### config.mk
export PLATFORM = sky130hd
export DESIGN_NAME = vga_scan_controller
export DESIGN_NICKNAME = d
export VERILOG_FILES = /design/src/rtl/vga_scan_controller.sv
export SDC_FILE = /design/constraint.sdc
export NUM_CORES = 1
export LEC_CHECK = 0
export ABC_CLOCK_PERIOD_IN_PS = 5000
export CAP_MARGIN = 20
export CORE_ASPECT_RATIO = 1.4
export CORE_UTILIZATION = 54
export DETAILED_ROUTE_END_ITERATION = 8
export PLACE_DENSITY = 0.85
export SLEW_MARGIN = 15
export SYNTH_ARGS = -nofsm -noshare
export SYNTH_HDL_FRONTEND = slang
export SYNTH_SLANG_ARGS = --single-unit
export TNS_END_PERCENT = 100
### constraint.sdc
create_clock -name iClock -period 5 [get_ports iClock]
set_input_delay 0.75 -clock iClock [delete_from_list [all_inputs] [get_ports iClock]]
set_output_delay 0.75 -clock iClock [all_outputs]
set_load 0.02 [all_outputs]
### src/rtl/vga_scan_controller.sv
// VGA scan controller: generates raster timing, walks the renderer pixel
// address, and registers the returned pixel with sync/blank so that every
// DAC-side output refers to the same pixel.
module vga_scan_controller #(
  parameter int H_VISIBLE       = 640,
  parameter int H_FRONT         = 16,
  parameter int H_SYNC          = 96,
  parameter int H_BACK          = 48,
  parameter int V_VISIBLE       = 480,
  parameter int V_FRONT         = 10,
  parameter int V_SYNC          = 2,
  parameter int V_BACK          = 33,
  parameter int PIXEL_LATENCY   = 2,
  parameter int SYNC_ACTIVE_LOW = 1
) (
  input  logic        iClock,
  input  logic        iReset,
  input  logic [23:0] iPixel,
  output logic [18:0] oAddress,
  output logic [7:0]  oRed,
  output logic [7:0]  oGreen,
  output logic [7:0]  oBlue,
  output logic        oHSync,
  output logic        oVSync,
  output logic        oBlankN,
  output logic        oFrameStart
);

  localparam int HT = H_VISIBLE + H_FRONT + H_SYNC + H_BACK;
  localparam int VT = V_VISIBLE + V_FRONT + V_SYNC + V_BACK;
  localparam int HW = $clog2(HT);
  localparam int VW = $clog2(VT);

  localparam logic [HW-1:0] H_LAST     = HW'(HT - 1);
  localparam logic [VW-1:0] V_LAST     = VW'(VT - 1);
  localparam logic [HW-1:0] H_VIS_END  = HW'(H_VISIBLE);
  localparam logic [VW-1:0] V_VIS_END  = VW'(V_VISIBLE);
  localparam logic [HW-1:0] HS_START   = HW'(H_VISIBLE + H_FRONT);
  localparam logic [HW-1:0] HS_END     = HW'(H_VISIBLE + H_FRONT + H_SYNC);
  localparam logic [VW-1:0] VS_START   = VW'(V_VISIBLE + V_FRONT);
  localparam logic [VW-1:0] VS_END     = VW'(V_VISIBLE + V_FRONT + V_SYNC);
  localparam logic [18:0]   ADDR_LAST  = 19'(H_VISIBLE * V_VISIBLE - 1);
  localparam logic          SYNC_IDLE  = (SYNC_ACTIVE_LOW != 0);

  logic [HW-1:0] h;
  logic [HW-1:0] h_next;
  logic [VW-1:0] v;
  logic [VW-1:0] v_next;
  logic          started;
  logic          next_origin;
  logic          next_visible;

  logic          visible;
  logic          hs_active;
  logic          vs_active;

  // {visible, hs, vs} per stage
  logic [2:0]    flag_pipe [PIXEL_LATENCY];
  logic [2:0]    flag_out;

  // Next scan position; the first clock out of reset presents (0,0) itself
  // rather than advancing, so the counters can simply be cleared in reset.
  always_comb begin
    h_next = h;
    v_next = v;
    if (!started) begin
      h_next = '0;
      v_next = '0;
    end else if (h == H_LAST) begin
      h_next = '0;
      v_next = (v == V_LAST) ? '0 : v + 1'b1;
    end else begin
      h_next = h + 1'b1;
    end
    next_origin  = (h_next == '0) && (v_next == '0);
    next_visible = (h_next < H_VIS_END) && (v_next < V_VIS_END);
  end

  // Scan counters, incremental pixel address and frame-start pulse.
  always_ff @(posedge iClock) begin
    if (iReset) begin
      h           <= '0;
      v           <= '0;
      started     <= 1'b0;
      oAddress    <= ADDR_LAST;
      oFrameStart <= 1'b0;
    end else begin
      started     <= 1'b1;
      h           <= h_next;
      v           <= v_next;
      oFrameStart <= next_origin;
      if (next_origin) begin
        oAddress <= '0;
      end else if (next_visible) begin
        oAddress <= oAddress + 1'b1;
      end
    end
  end

  // Timing flags decoded for the position currently on oAddress.
  always_comb begin
    visible   = started && (h < H_VIS_END) && (v < V_VIS_END);
    hs_active = started && (h >= HS_START) && (h < HS_END);
    vs_active = started && (v >= VS_START) && (v < VS_END);
  end

  // Delay flags by the renderer latency so they meet the returned pixel.
  always_ff @(posedge iClock) begin
    if (iReset) begin
      for (int unsigned i = 0; i < PIXEL_LATENCY; i++) begin
        flag_pipe[i] <= '0;
      end
    end else begin
      flag_pipe[0] <= {visible, hs_active, vs_active};
      for (int unsigned i = 1; i < PIXEL_LATENCY; i++) begin
        flag_pipe[i] <= flag_pipe[i-1];
      end
    end
  end

  assign flag_out = flag_pipe[PIXEL_LATENCY-1];

  // Output register: pixel, blank and syncs all launched on one edge.
  always_ff @(posedge iClock) begin
    if (iReset) begin
      oRed    <= '0;
      oGreen  <= '0;
      oBlue   <= '0;
      oBlankN <= 1'b0;
      oHSync  <= SYNC_IDLE;
      oVSync  <= SYNC_IDLE;
    end else begin
      oBlankN <= flag_out[2];
      {oRed, oGreen, oBlue} <= flag_out[2] ? iPixel : '0;
      oHSync  <= flag_out[1] ^ SYNC_IDLE;
      oVSync  <= flag_out[0] ^ SYNC_IDLE;
    end
  end

endmodule

==> reports/results.ini <==
[clock_tree]
cts.sinks = 74
cts_max_level = 3
cts_resized = 0
clockRootBuffer = clkbuf_8
cts_inserted_buffers = 9
cts.path.max_buffers = 2
post-cts-setup-buffer-count = 0
clk_latency_ns = 0.35
ctsHoldBuffers = 0
cts_tree = yes
clk_pin_slew_ns = 0.08

[critical_path]
slowest_stage = or4_1
worst_setup_path_end_kind = flop
critPathArrivalTime_ns = 3.50
start_kind = flop
path_class = reg2reg
required_ns = 5.27
crit_chain = ha_1 > and4_1 > nand3_1 > o21ai_1 > nor2_1 > a211o_1 > or4_1 > a31oi_1
critical_path_buf_inv_count = 0
cp_top_family = simple AND/OR/NAND/NOR gates
max_stage_delay_ns = 0.54
critPathMaxFanout = 13

[logic_synthesis]
synth_compound_area_share_pct = 14.4
ys_seq_elements = 74
synth_top_area_share_pct = 44.8
synth-edff-count = 0
synth_top_family_by_area = simple AND/OR/NAND/NOR gates
synth_cells = 379
synth_xor_xnor_area_share_pct = 4.51
yosysSeqAreaShare_pct = 44.8
yosys_warnings = 0
netlist_top_cells_area = dfxtp_1, and2_1, nor2_1
synth_fa_ha_area_share_pct = 1.89
yosysMostFrequentCell = dfxtp_1
ys_async_sr_fraction_pct = 0
synthTopCellsByCount = dfxtp_1, nor2_1, and2_1
synth.distinct_cells = 51
synth_area_leader_cell = dfxtp_1
synth_area_per_cell_um2 = 8.72
synthSimpleGateAreaFrac_pct = 29.8
muxShareOfSynthArea_pct = 0.303
synth_area_um2 = 3300
synth_flop_cell = dfxtp_1
synth_nets = 410

[status]
run_status = complete, no violations

[timing]
setup_viol = 0
tightest_slew_ns = 0.723
fin_skew_ns = 0.00658
fin_crit_ns = 3.23
setup_slack_ns = 1.77
whs_ns = 0.367
finalMaxSlewViolations = 0
finalHoldViolCount = 0
relSlewSlack_pct = 51.8
setup_tns_ns = 0
max_freq_ghz = 0.310
min_period_over_period_pct = 64.5
rsz0062_at_grt = no

[place]
routabilityCongestion = 0.942
dp_hpwl_mm = 5.91
io_buffers = 72
dp.cells = 498
dp_slack_ns = 1.84
place_area_um2 = 4020

[pwr]
pwr-share-comb_pct = 10.3
swShare_pct = 23.7
p_leak_nw = 1.47
p_clk_share_pct = 40.8
power_frac_seq_pct = 49.0
intPower_mw = 0.980
pwr_density_cell_nw_per_um2 = 302
finalPower_mw = 1.28
p_switching_mw = 0.304
peakVddDrop_mv = 0.200

[route]
drtIter0Drc = 182
drtAntennaViolNets = 0
routed_wl_mm = 8.06
drc = 0
wl_per_cell_um = 15.7
num_vias = 2981
vias_per_cell = 5.81
firstDrtPassIters = 4

[global_routing]
grt.overflow.total = 0
use_met3_pct = 5.80
grtUsageTotal_pct = 26.9
grt_pass1_vias = 2827
grt_pass1_wl_mm = 12.9
antenna_found_initial = 0
grt_max_degree = 26
use_met1_pct = 28.2
use_met2_pct = 48.4
grt.busiest_layer = met2

[floorplan]
core-area_um2 = 5860
floorplan.rows = 33
die_y_um = 94.5
pin_count = 73
fp.dieW_um = 68.1
start_util_pct = 56.3
die_area_um2 = 6440

[final_layout]
fin_util_pct = 72.5
final_nets = 470
fin_area_um2 = 4250
final_layout_size_suffix_gt1_share_pct = 6.09
area_growth_pct = 28.7
fin_cells = 513
insertedDiodeCount = 0

[hold_path]
hold_path_class = reg2reg

[run]
cap_violations = 0

worst paths after layout:
check	from	endpoint	slack, ns	depth (start not counted)
worst min-delay path	flag_pipe[0][4]$_SDFF_PP0_	oHSync$_SDFF_PP1_	0.37	1
worst min register to register	flag_pipe[0][4]$_SDFF_PP0_	oHSync$_SDFF_PP1_	0.37	1
worst max-delay path	h[1]$_SDFF_PP0_	oAddress[15]$_SDFFE_PP1P_	1.77	8
worst max register to register	h[1]$_SDFF_PP0_	oAddress[15]$_SDFFE_PP1P_	1.77	8
per-layer routing:
metal / vias to the layer above / wire [um]
li1: 1484 / -
met1: 1390 / 3160
met2: 91 / 4270
met3: 16 / 428
met4: 0 / 200
met5: - / 0
power groups by stage:
stage                     Sequential (mW)  Combinational (mW)  Clock (mW)
final                               0.629               0.132       0.524
after floorplan                     0.660              0.0426           0
after global routing                0.632               0.142       0.555
after CTS                           0.628               0.132       0.529
after detailed placement            0.642               0.131           0
after global placement              0.641               0.129           0
area by class of cell:
type	instances	area, um2
clock inverter	4	75.1
sequential	74	1480
timing repair buffer	75	743
tap	70	87.6
multi-input combinational	271	1680
clock buffer	11	151
inverter	8	30.0
fill	457	1610
state kept, by name, indices dropped and copies added, names as in the netlist:
signal,count
oFrameStart,1
oVSync,1
h,10
oBlue,8
oHSync,1
oRed,8
oBlankN,1
oGreen,8
v,10
flag_pipe,6
oAddress,19
started,1
cells in the final DEF (no fill, tap or decap), types with 4 or more instances in the layout:
cell,count
dfxtp_1,74
nand2b_1,4
nor2b_1,4
ha_1,5
nand4_1,14
a21oi_1,21
nor2_1,32
inv_1,8
xnor2_1,11
nor3_1,13
clkdlybuf4s50_1,72
a31oi_1,9
o31ai_1,9
and2_1,27
nor4_1,7
nand3_1,17
and3_1,5
or3_1,7
o21ai_0,13
nand2_1,24
clkbuf_8,11
xor2_1,6
logic make-up after synthesis:
group / Yosys count
adders and majority gates: 5
buffers and inverters: 34
DFF: 74
xor gates and xnor gates: 17
AOI/OAI and AO/OA: 73
and+or+nand+nor: 175
muxes: 1
No activity file was read; power rests on OpenSTA's default activity.
